<file path="src/rtl/video_blitter_if.sv">
// Register-port and video-memory-port bundle for video_blitter.
// The master side drives configuration and memory read data; the blitter is the slave.
interface video_blitter_if;
  logic        cfg_en;
  logic        cfg_we;
  logic [3:0]  cfg_addr;
  logic [31:0] cfg_write;
  logic [31:0] cfg_read;
  logic        mem_en;
  logic [3:0]  mem_we;
  logic [15:0] mem_addr;
  logic [31:0] mem_write;
  logic [31:0] mem_read;
  logic        irq;

  modport master (
    output cfg_en, cfg_we, cfg_addr, cfg_write, mem_read,
    input  cfg_read, mem_en, mem_we, mem_addr, mem_write, irq
  );

  modport slave (
    input  cfg_en, cfg_we, cfg_addr, cfg_write, mem_read,
    output cfg_read, mem_en, mem_we, mem_addr, mem_write, irq
  );
endinterface

</file>
<file path="src/rtl/video_blitter.sv">
// Rectangle fill/copy engine that masters video_unit's memory port on mem_clk.
// Software programs geometry through the register port, then writes CTRL.start.
module video_blitter #(
  parameter int ADDR_WIDTH = 15,
  parameter int DIM_WIDTH  = 16
) (
  input  logic            clk,
  input  logic            rst,
  video_blitter_if.slave  bus
);

  localparam logic [1:0] S_IDLE    = 2'd0;
  localparam logic [1:0] S_FILL    = 2'd1;
  localparam logic [1:0] S_COPY_RD = 2'd2;
  localparam logic [1:0] S_COPY_WR = 2'd3;

  localparam logic [3:0] REG_DST        = 4'd0;
  localparam logic [3:0] REG_SRC        = 4'd1;
  localparam logic [3:0] REG_WIDTH      = 4'd2;
  localparam logic [3:0] REG_HEIGHT     = 4'd3;
  localparam logic [3:0] REG_DST_STRIDE = 4'd4;
  localparam logic [3:0] REG_SRC_STRIDE = 4'd5;
  localparam logic [3:0] REG_FILL       = 4'd6;
  localparam logic [3:0] REG_CTRL       = 4'd7;
  localparam logic [3:0] REG_STATUS     = 4'd8;

  logic [1:0]            r_state;
  logic [ADDR_WIDTH-1:0] r_dst, r_src, r_dst_stride, r_src_stride;
  logic [DIM_WIDTH-1:0]  r_width, r_height;
  logic [31:0]           r_fill;
  logic                  r_mode, r_irq_en, r_done, r_aborted;
  logic [ADDR_WIDTH-1:0] r_dst_row, r_src_row, r_dst_ptr, r_src_ptr;
  logic [DIM_WIDTH-1:0]  r_col, r_row;
  logic [31:0]           r_cfg_read;

  logic                  w_busy, w_cfg_wr, w_start, w_abort, w_zero_dim;
  logic                  w_step, w_last_col, w_last_row, w_set_done, w_clr_done, w_clr_aborted;
  logic [ADDR_WIDTH-1:0] w_dst_row_next, w_src_row_next;
  logic [31:0]           w_rd_data;

  assign w_busy         = (r_state != S_IDLE);
  assign w_cfg_wr       = bus.cfg_en & bus.cfg_we;
  assign w_start        = w_cfg_wr && (bus.cfg_addr == REG_CTRL) && bus.cfg_write[0];
  assign w_abort        = w_cfg_wr && (bus.cfg_addr == REG_CTRL) && bus.cfg_write[3];
  assign w_zero_dim     = (r_width == '0) || (r_height == '0);
  assign w_step         = (r_state == S_FILL) || (r_state == S_COPY_WR);
  assign w_last_col     = (r_col == r_width - DIM_WIDTH'(1));
  assign w_last_row     = (r_row == r_height - DIM_WIDTH'(1));
  assign w_dst_row_next = r_dst_row + r_dst_stride;
  assign w_src_row_next = r_src_row + r_src_stride;

  // An abort landing on the final word's edge wins: the rectangle counts as aborted, not done.
  assign w_set_done    = w_busy ? (w_step && w_last_col && w_last_row && !w_abort)
                                : (w_start && w_zero_dim);
  assign w_clr_done    = w_cfg_wr && (bus.cfg_addr == REG_STATUS) && bus.cfg_write[1];
  assign w_clr_aborted = w_cfg_wr && (bus.cfg_addr == REG_STATUS) && bus.cfg_write[2];

  // NOTE: state registers use non-blocking assignments so every flop samples pre-edge values.
  always_ff @(posedge clk or posedge rst) begin
    if (rst) begin
      r_dst        <= '0;
      r_src        <= '0;
      r_width      <= '0;
      r_height     <= '0;
      r_dst_stride <= '0;
      r_src_stride <= '0;
      r_fill       <= '0;
      r_mode       <= 1'b0;
      r_irq_en     <= 1'b0;
      r_done       <= 1'b0;
      r_aborted    <= 1'b0;
    end else begin
      if (w_cfg_wr && !w_busy) begin
        case (bus.cfg_addr)
          REG_DST:        r_dst        <= bus.cfg_write[ADDR_WIDTH-1:0];
          REG_SRC:        r_src        <= bus.cfg_write[ADDR_WIDTH-1:0];
          REG_WIDTH:      r_width      <= bus.cfg_write[DIM_WIDTH-1:0];
          REG_HEIGHT:     r_height     <= bus.cfg_write[DIM_WIDTH-1:0];
          REG_DST_STRIDE: r_dst_stride <= bus.cfg_write[ADDR_WIDTH-1:0];
          REG_SRC_STRIDE: r_src_stride <= bus.cfg_write[ADDR_WIDTH-1:0];
          REG_FILL:       r_fill       <= bus.cfg_write;
          REG_CTRL: begin
            r_mode   <= bus.cfg_write[1];
            r_irq_en <= bus.cfg_write[2];
          end
          default: ;
        endcase
      end
      r_done    <= w_set_done | (r_done & ~w_clr_done);
      r_aborted <= (w_busy & w_abort) | (r_aborted & ~w_clr_aborted);
    end
  end

  always_ff @(posedge clk or posedge rst) begin
    if (rst) begin
      r_state   <= S_IDLE;
      r_dst_row <= '0;
      r_src_row <= '0;
      r_dst_ptr <= '0;
      r_src_ptr <= '0;
      r_col     <= '0;
      r_row     <= '0;
    end else if (w_busy && w_abort) begin
      r_state <= S_IDLE;
    end else begin
      case (r_state)
        S_IDLE: begin
          if (w_start && !w_zero_dim) begin
            r_dst_row <= r_dst;
            r_dst_ptr <= r_dst;
            r_src_row <= r_src;
            r_src_ptr <= r_src;
            r_col     <= '0;
            r_row     <= '0;
            // Mode comes from the same CTRL write that carries start.
            r_state   <= bus.cfg_write[1] ? S_COPY_RD : S_FILL;
          end
        end
        S_COPY_RD: r_state <= S_COPY_WR;
        default: begin
          if (r_state == S_COPY_WR) r_state <= S_COPY_RD;
          if (!w_last_col) begin
            r_col     <= r_col + DIM_WIDTH'(1);
            r_dst_ptr <= r_dst_ptr + ADDR_WIDTH'(1);
            r_src_ptr <= r_src_ptr + ADDR_WIDTH'(1);
          end else if (!w_last_row) begin
            r_col     <= '0;
            r_row     <= r_row + DIM_WIDTH'(1);
            r_dst_row <= w_dst_row_next;
            r_src_row <= w_src_row_next;
            r_dst_ptr <= w_dst_row_next;
            r_src_ptr <= w_src_row_next;
          end else begin
            r_state <= S_IDLE;
          end
        end
      endcase
    end
  end

  // NOTE: every output of a combinational block gets a default first, so no path infers a latch.
  always_comb begin
    w_rd_data = '0;
    case (bus.cfg_addr)
      REG_DST:        w_rd_data = 32'(r_dst);
      REG_SRC:        w_rd_data = 32'(r_src);
      REG_WIDTH:      w_rd_data = 32'(r_width);
      REG_HEIGHT:     w_rd_data = 32'(r_height);
      REG_DST_STRIDE: w_rd_data = 32'(r_dst_stride);
      REG_SRC_STRIDE: w_rd_data = 32'(r_src_stride);
      REG_FILL:       w_rd_data = r_fill;
      REG_CTRL:       w_rd_data = {29'd0, r_irq_en, r_mode, 1'b0};
      REG_STATUS:     w_rd_data = {29'd0, r_aborted, r_done, w_busy};
      default:        w_rd_data = '0;
    endcase
  end

  always_ff @(posedge clk or posedge rst) begin
    if (rst) begin
      r_cfg_read <= '0;
    end else if (bus.cfg_en && !bus.cfg_we) begin
      r_cfg_read <= w_rd_data;
    end
  end

  always_comb begin
    bus.mem_en    = 1'b0;
    bus.mem_we    = 4'h0;
    bus.mem_addr  = 16'h0000;
    bus.mem_write = 32'h0;
    case (r_state)
      S_FILL: begin
        bus.mem_en    = 1'b1;
        bus.mem_we    = 4'hF;
        bus.mem_addr  = 16'(r_dst_ptr);
        bus.mem_write = r_fill;
      end
      S_COPY_RD: begin
        bus.mem_en   = 1'b1;
        bus.mem_addr = 16'(r_src_ptr);
      end
      S_COPY_WR: begin
        bus.mem_en    = 1'b1;
        bus.mem_we    = 4'hF;
        bus.mem_addr  = 16'(r_dst_ptr);
        bus.mem_write = bus.mem_read;
      end
      default: ;
    endcase
  end

  assign bus.cfg_read = r_cfg_read;
  assign bus.irq      = r_done & r_irq_en;

endmodule

</file>
<file path="src/flat_wrapper.sv">
// flat-port wrapper written by rule: the top's interface ports become plain ports
module video_blitter_flat 
#(
  parameter int ADDR_WIDTH = 15,
  parameter int DIM_WIDTH  = 16
)
  (clk, rst, bus_cfg_en, bus_cfg_we, bus_cfg_addr, bus_cfg_write, bus_mem_read, bus_cfg_read, bus_mem_en, bus_mem_we, bus_mem_addr, bus_mem_write, bus_irq);
  video_blitter_if bus_i ();
  input  logic clk;
  input  logic rst;
  input wire logic [$bits(bus_i.cfg_en)-1:0] bus_cfg_en;
  input wire logic [$bits(bus_i.cfg_we)-1:0] bus_cfg_we;
  input wire logic [$bits(bus_i.cfg_addr)-1:0] bus_cfg_addr;
  input wire logic [$bits(bus_i.cfg_write)-1:0] bus_cfg_write;
  input wire logic [$bits(bus_i.mem_read)-1:0] bus_mem_read;
  output wire logic [$bits(bus_i.cfg_read)-1:0] bus_cfg_read;
  output wire logic [$bits(bus_i.mem_en)-1:0] bus_mem_en;
  output wire logic [$bits(bus_i.mem_we)-1:0] bus_mem_we;
  output wire logic [$bits(bus_i.mem_addr)-1:0] bus_mem_addr;
  output wire logic [$bits(bus_i.mem_write)-1:0] bus_mem_write;
  output wire logic [$bits(bus_i.irq)-1:0] bus_irq;
  assign bus_i.cfg_en = bus_cfg_en;
  assign bus_i.cfg_we = bus_cfg_we;
  assign bus_i.cfg_addr = bus_cfg_addr;
  assign bus_i.cfg_write = bus_cfg_write;
  assign bus_i.mem_read = bus_mem_read;
  assign bus_cfg_read = bus_i.cfg_read;
  assign bus_mem_en = bus_i.mem_en;
  assign bus_mem_we = bus_i.mem_we;
  assign bus_mem_addr = bus_i.mem_addr;
  assign bus_mem_write = bus_i.mem_write;
  assign bus_irq = bus_i.irq;
  video_blitter #(.ADDR_WIDTH(ADDR_WIDTH), .DIM_WIDTH(DIM_WIDTH)) u_core (.clk(clk), .rst(rst), .bus(bus_i));
endmodule
</file>
<file path="config.mk">
export PLATFORM = sky130hd
export DESIGN_NAME = video_blitter_flat
export DESIGN_NICKNAME = d
export VERILOG_FILES = /design/src/rtl/video_blitter_if.sv /design/src/rtl/video_blitter.sv /design/src/flat_wrapper.sv
export SDC_FILE = /design/constraint.sdc
export NUM_CORES = 1
export LEC_CHECK = 0
export CAP_MARGIN = 20
export CORE_MARGIN = 2
export CORE_UTILIZATION = 60
export CTS_CLUSTER_DIAMETER = 30
export DETAILED_ROUTE_END_ITERATION = 12
export PLACE_DENSITY = 0.84
export REMOVE_ABC_BUFFERS = 1
export SETUP_SLACK_MARGIN = 0.1
export SLEW_MARGIN = 20
export SYNTH_ARGS = -nofsm -noshare
export SYNTH_HDL_FRONTEND = slang
export SYNTH_SLANG_ARGS = --single-unit
</file>
<file path="constraint.sdc">
create_clock -name clk -period 18.3 [get_ports clk]
set_clock_uncertainty 0.2 [all_clocks]
set_input_delay 1.83 -clock clk [delete_from_list [all_inputs] [get_ports clk]]
set_output_delay 1.83 -clock clk [all_outputs]
set_load 0.02 [all_outputs]
</file>
-- Word-level counts from Yosys, hierarchy flattened
Cells that the tools add are included.
- bits of input ports: 72
- output and inout bits: 86
- word-level logic and storage cells: 125
- register bits: 254
- reductions and logical operators: 38
- add/subtract/negate cells: 8
- bitwise gates (word level): 11
- mux-type cells: 32
- equality and inequality tests: 17
- operators by type and width (cell ; number):
    one-hot mux 32 bit (9 select lines) ; 1
    one-hot mux 15 bit (2 select lines) ; 5
    two-way mux 15 bit ; 8
    two-way mux 16 bit ; 5
    one-hot mux 16 bit (2 select lines) ; 2
    one-hot mux 32 bit (2 select lines) ; 1
    adder 16 x 1 -> 16 bit, second input constant ; 2
    equality test 16 bit ; 2
    logical NOT 16 bit ; 2
    subtractor 16 x 1 -> 16 bit, second input constant ; 2
    adder 15 x 1 -> 15 bit, second input constant ; 2
    adder 15 bit ; 2
    equality test 4 x 3 -> 1 bit, second input constant ; 4
    AND reduction 2 bit ; 8
    logical AND 1 bit ; 14
    two-way mux 2 bit ; 6
    equality test 4 x 2 -> 1 bit, second input constant ; 2
    AND 1 bit ; 5
    AND reduction 5 bit ; 1
    equality test 2 bit, second input constant ; 2
    equality test 4 x 1 -> 1 bit, second input constant ; 1
    equality test 4 bit, second input constant ; 1
    logical NOT 1 bit ; 4
    logical NOT 4 bit ; 1
    other kinds (16) ; 23

-- Logic depth before layout (Yosys ltp)
- depth in word-level cells: 7
- mapped depth: 15
- mapped depth without buffers: 12

-- Worst setup path before layout
OpenSTA, ideal clock, no wires.
- path type: input port to flip-flop
- from: in bus_cfg_addr[0]
- to: reg u_core.r_row[11]
- path slack: 13.767 ns
- stages on the path: 9
- library setup time: 0.079 ns
- data arrival time: 4.253 ns
- buffers on the path: 2
- required time: 18.021 ns
- cell sequence: clkbuf_1 -> nand2_1 -> nor4_1 -> nand3_1 -> nand2_1 -> a31oi_4 -> buf_6 -> nor4b_1 -> mux2i_1
- cells in the longest elaborated chain, start to end: 6
- elaborated cells between the ends (all ways): 9
- classes of those cells: eq/ne (2); bitwise (1); reduce/logical (6)
- RTL lines (item ; line ; source):
    start: declaration ; flat_wrapper.sv:13 ; input wire logic [$bits(bus_i.cfg_addr)-1:0] bus_cfg_addr;
    equality test 4 x 3 -> 1 bit * ; video_blitter.sv:43, video_blitter.sv:44 ;
    logical AND 1 bit * ; video_blitter.sv:43, video_blitter.sv:44 ;
    logical AND 1 bit (on tied branches) ; video_blitter.sv:43, video_blitter.sv:44 ;
    logical AND 1 bit (on tied branches) ; video_blitter.sv:108, video_blitter.sv:103 ;
    inequality test 2 x 1 -> 1 bit (no line) or NOT 1 bit (tied branches) ; - ;
    AND reduction 5 bit (no line) * ; - ;
    end signal: assignment ; video_blitter.sv:128 ; r_row <= r_row + DIM_WIDTH'(1);
    end: declaration ; video_blitter.sv:33 ; logic [DIM_WIDTH-1:0] r_col, r_row;
Mark *: on every way between the ends. The rest lies on a longest branch, timed or not.
A chain may end at the register's enable or synchronous reset.

-- Worst setup path after layout
- from: in bus_cfg_addr[3]
- to: reg u_core.r_src_row[14]
- cells in the longest elaborated chain, start to end: 6
- elaborated cells between the ends (all ways): 9
- classes of those cells: eq/ne (2); bitwise (1); reduce/logical (6)
- RTL lines (item ; line ; source):
    equality test 4 x 3 -> 1 bit * ; video_blitter.sv:43, video_blitter.sv:44 ;
    logical AND 1 bit * ; video_blitter.sv:43, video_blitter.sv:44 ;
    logical AND 1 bit (on tied branches) ; video_blitter.sv:43, video_blitter.sv:44 ;
    logical AND 1 bit (on tied branches) ; video_blitter.sv:108, video_blitter.sv:103 ;
    inequality test 2 x 1 -> 1 bit (no line) or NOT 1 bit (tied branches) ; - ;
    AND reduction 5 bit (no line) * ; - ;
    end signal: assignment ; video_blitter.sv:111 ; r_src_row <= r_src;
    end signal: assignment ; video_blitter.sv:130 ; r_src_row <= w_src_row_next;
    end: declaration ; video_blitter.sv:32 ; logic [ADDR_WIDTH-1:0] r_dst_row, r_src_row, r_dst_ptr, r_src_ptr;
Marked as above.

==> impl_results.md <==
* Critical path capture point type: flop
* Power Dens Cells at 149 nW/um^2
* Number of DRC violations after detailed-routing iteration 0 at 1532
* Fin util at 75.2%
* Global placer's final weighted congestion at 0.974
* Height of the die at 163 um
* Number of standard cells after synthesis at 1552
* Count of warnings emitted by yosys at 0
* Critical path's slowest cell: nand3_1
* Max-slew headroom at 40.4%
* Die Wd at 163 um
* Sink count of the clock tree at 254
* Layout area overhead at 23.6%
* Final antenna diode count at 0
* Cell type group with the largest total delay on the critical path: simple AND/OR/NAND/NOR gates
* Routed wire per std cell at 23.2 um
* Gates resized, CTS repair at 0
* Crit-path cells: clkdlybuf4s50_1 -> nand2b_1 -> nor4_1 -> nand3_1 -> nand2_1 -> a31oi_4 -> buf_4 -> a21oi_1 -> o22ai_1
* Core Area at 25000 um^2
* Max-cap viol count at 0
* Number of synthesized register bits at 254
* Worst setup path start: bus_cfg_addr[3]
* Wire length after detailed routing at 47700 um
* Latest clock arrival within the worst-skew pair at 550 ps
* Cell area after synthesis at 15200 um^2
* Delay of the slowest critical-path stage at 810 ps
* Standby leakage power at 7.97 nW
* Number of setup buffers added after CTS at 0
* Total Neg Setup Slack at 0 ps
* Type of the setup path with the least slack: input port to flop
* Remaining global-route overflow at 0
* Terminus of the critical flop-to-flop path: u_core.r_src_row[14]
* Worst endpoint data arrival time at 6170 ps
* Leading cell type in the layout, fill and taps excluded: dfrtp_1
* Critical Path RT at 18500 ps
* FF-to-FF path depth at 11
* Maximum clock path buffer count at 3
* HPWL after detailed placement at 31800 um
* Pin slew with the least headroom to its limit at 891 ps
* Routed vias/inst at 6.66
* # rows at 58
* R2R setup slack at 13100 ps
* Number of enable-type register cells in the synthesized netlist at 0
* Number of library cell types mapped by synthesis at 82
* Final period demand of the worst path at 5970 ps
* Leading register cell type out of synthesis: dfrtp_1
* Mean area per synthesized cell at 9.81 um^2
* IO Count at 158
* Maximum fanout count along the critical path at 42
* Via count of the first global-routing pass at 13366
* Async S/R FF share, synth at 100%
* TritonCTS clock tree: done
* Hold WC Path Type: flop to flop
* Number of CTS-inserted buffers at 52
* Global-route wire length before repair at 74500 um
* Post-route fraction of the period consumed by the critical path at 32.6%
* Vias after detailed routing at 13703
* Setup-failing EPs final at 0
* Starting utilization of the core area at 60.8%
* Startpoint of the worst register-to-register path: u_core.r_state[0]
* DR DRC count at 0
* Share of the yosys chip area belonging to registers at 41.7%
* Cell at the root of the clock tree: clkbuf_16
* Hold Path Depth at 2
* Commonest cells after routing, fill and taps aside: dfrtp_1, clkdlybuf4s50_1, nand2_1
* End point of the critical path: u_core.r_src_row[14]
* Pin count of the biggest net entering global routing at 91
* Remaining antenna violation count after routing at 0
* Hold buffers post-CTS at 0
* Instance count on the critical path at 9
* Final #Nets at 1796
* Result of the run: completed
* Pins over their slew limit at 0
* RSZ-0062 raised after global routing: false
* Count of input and output buffers at 156
* Endpoints failing hold at 0
* DRT Pass-1 Iters at 8
* Fraction of layout instances using a drive strength above 1 at 16.1%
* Kind of launch point of the worst setup path: input port
* H-tree depth at 2
* Full die area at 26700 um^2
* CTS clk-pin slew, worst paths at 50 ps
* Peak ir drop on the vdd network at 0.0932 mV
* Worst path buffer plus inverter count at 2
* Highest attainable clock frequency at 168 MHz
* GRT Resource Usage Total at 35.9%
* Initial antenna violation count at 0
[report_power, final]
part	internal [mW]	leakage, nW	switching [mW]
combinational	0.413	3.77	0.548
sequential	0.699	3.33	0.178
clock	0.639	0.871	0.333
[per-stage QoR]
stage / cells / setup WS (ps) / hold WS [ps] / cell area [um^2] / total power [mW]
after floorplan: 1456 / 9280 / 247 / 14800 / 1.49
after global placement: 1964 / 12120 / 268 / 17000 / 1.76
after detailed placement: 1964 / 11940 / 277 / 17000 / 1.80
after CTS: 2059 / 12480 / 295 / 18800 / 2.79
after global routing: 2059 / 12130 / 319 / 18800 / 2.93
final: 2059 / 12330 / 289 / 18800 / 2.81
[cells in the mapped netlist, drive strengths merged (7+ instances only)]
| cell | count | area share, % |
|---|---|---|
| nor3 | 40 | 1.5 |
| o22a | 8 | 0.46 |
| a211oi | 12 | 0.59 |
| a31oi | 32 | 1.4 |
| xnor2 | 48 | 2.8 |
| nand2b | 21 | 0.86 |
| nor2 | 93 | 2.3 |
| a222oi | 13 | 0.85 |
| xor2 | 30 | 1.7 |
| or4 | 15 | 0.76 |
| o21a | 12 | 0.59 |
| ha | 34 | 2.8 |
| nand4 | 18 | 0.74 |
| buf | 28 | 1.1 |
| nand2 | 142 | 3.5 |
| a21boi | 10 | 0.49 |
| nor2b | 44 | 1.8 |
| a211o | 7 | 0.40 |
| a21oi | 51 | 1.7 |
| inv | 32 | 0.79 |
| and3 | 20 | 0.82 |
| mux2i | 53 | 3.5 |
| o31ai | 14 | 0.72 |
| nor4 | 10 | 0.55 |
| dfrtp | 254 | 42 |
| or3 | 8 | 0.36 |
| a22oi | 32 | 1.6 |
| clkbuf | 68 | 1.7 |
| o21ai | 78 | 2.6 |
| mux2 | 133 | 9.8 |
| a22o | 34 | 2.0 |
| nand3 | 59 | 2.0 |
| o211ai | 16 | 0.79 |
[cells by family (layout without fill, tap and decap cells)]
logic type	Yosys count	after routing	synth area share (%)
simple gates	498	498	16.7
compound gates	371	371	17.1
flops	254	254	41.7
mux	186	186	13.3
buf+inv	128	305	3.60
xor+xnor	78	78	4.48
fa+ha+maj	36	36	3.06
other cells	1	1	0.0246
[per-layer routing]
| layer | global-route usage [%] | vias to the layer above | wire length, um |
|---|---|---|---|
| met3 | 7.11 | 146 | 4350 |
| met5 | 0 | - | 0 |
| li1 | - | 6012 | - |
| met2 | 58.4 | 738 | 22900 |
| met1 | 47.5 | 6807 | 18800 |
| met4 | 14.1 | 0 | 1680 |
[cell type report]
class	count	area (um^2)
clock buffers	62	1400
clock inverters	33	410
fillers	1716	6210
inverters	32	128
multi-input cells	1170	8380
flip-flops and latches	254	6360
well taps	330	413
repair buffers	178	1730
[worst register-to-register path, delay by kind of cell, from the launching register on]
family	cells	cell delay, ps
AOI/OAI and AO/OA	3	660
buffers and inverters	4	1540
and+or+nand+nor	4	2240
DFF	1	410
[sequential cells by signal, summed over array words and instances (netlist names), 15 cells and up]
register	cells
u_core.r_src	15
u_core.r_dst_ptr	15
u_core.r_dst_stride	15
u_core.r_src_ptr	15
u_core.r_src_stride	15
u_core.bus.cfg_read	32
u_core.r_col	16
u_core.r_row	16
u_core.r_src_row	15
u_core.r_dst_row	15
u_core.r_fill	32
u_core.r_width	16
u_core.r_height	16
u_core.r_dst	15
[worst min-delay path by stage]
stage	start	endpoint	slack [ps]
2_1_floorplan	u_core.r_aborted	u_core.r_aborted	250
3_3_place_gp	u_core.bus.cfg_read[1]	u_core.bus.cfg_read[1]	270
3_5_place_dp	u_core.bus.cfg_read[15]	u_core.bus.cfg_read[15]	280
4_1_cts	u_core.r_aborted	u_core.r_aborted	290
5_1_grt	u_core.bus.cfg_read[9]	u_core.bus.cfg_read[9]	320
6_report	u_core.bus.cfg_read[2]	u_core.bus.cfg_read[2]	290
Note: power is estimated with default switching activity, not from simulation.
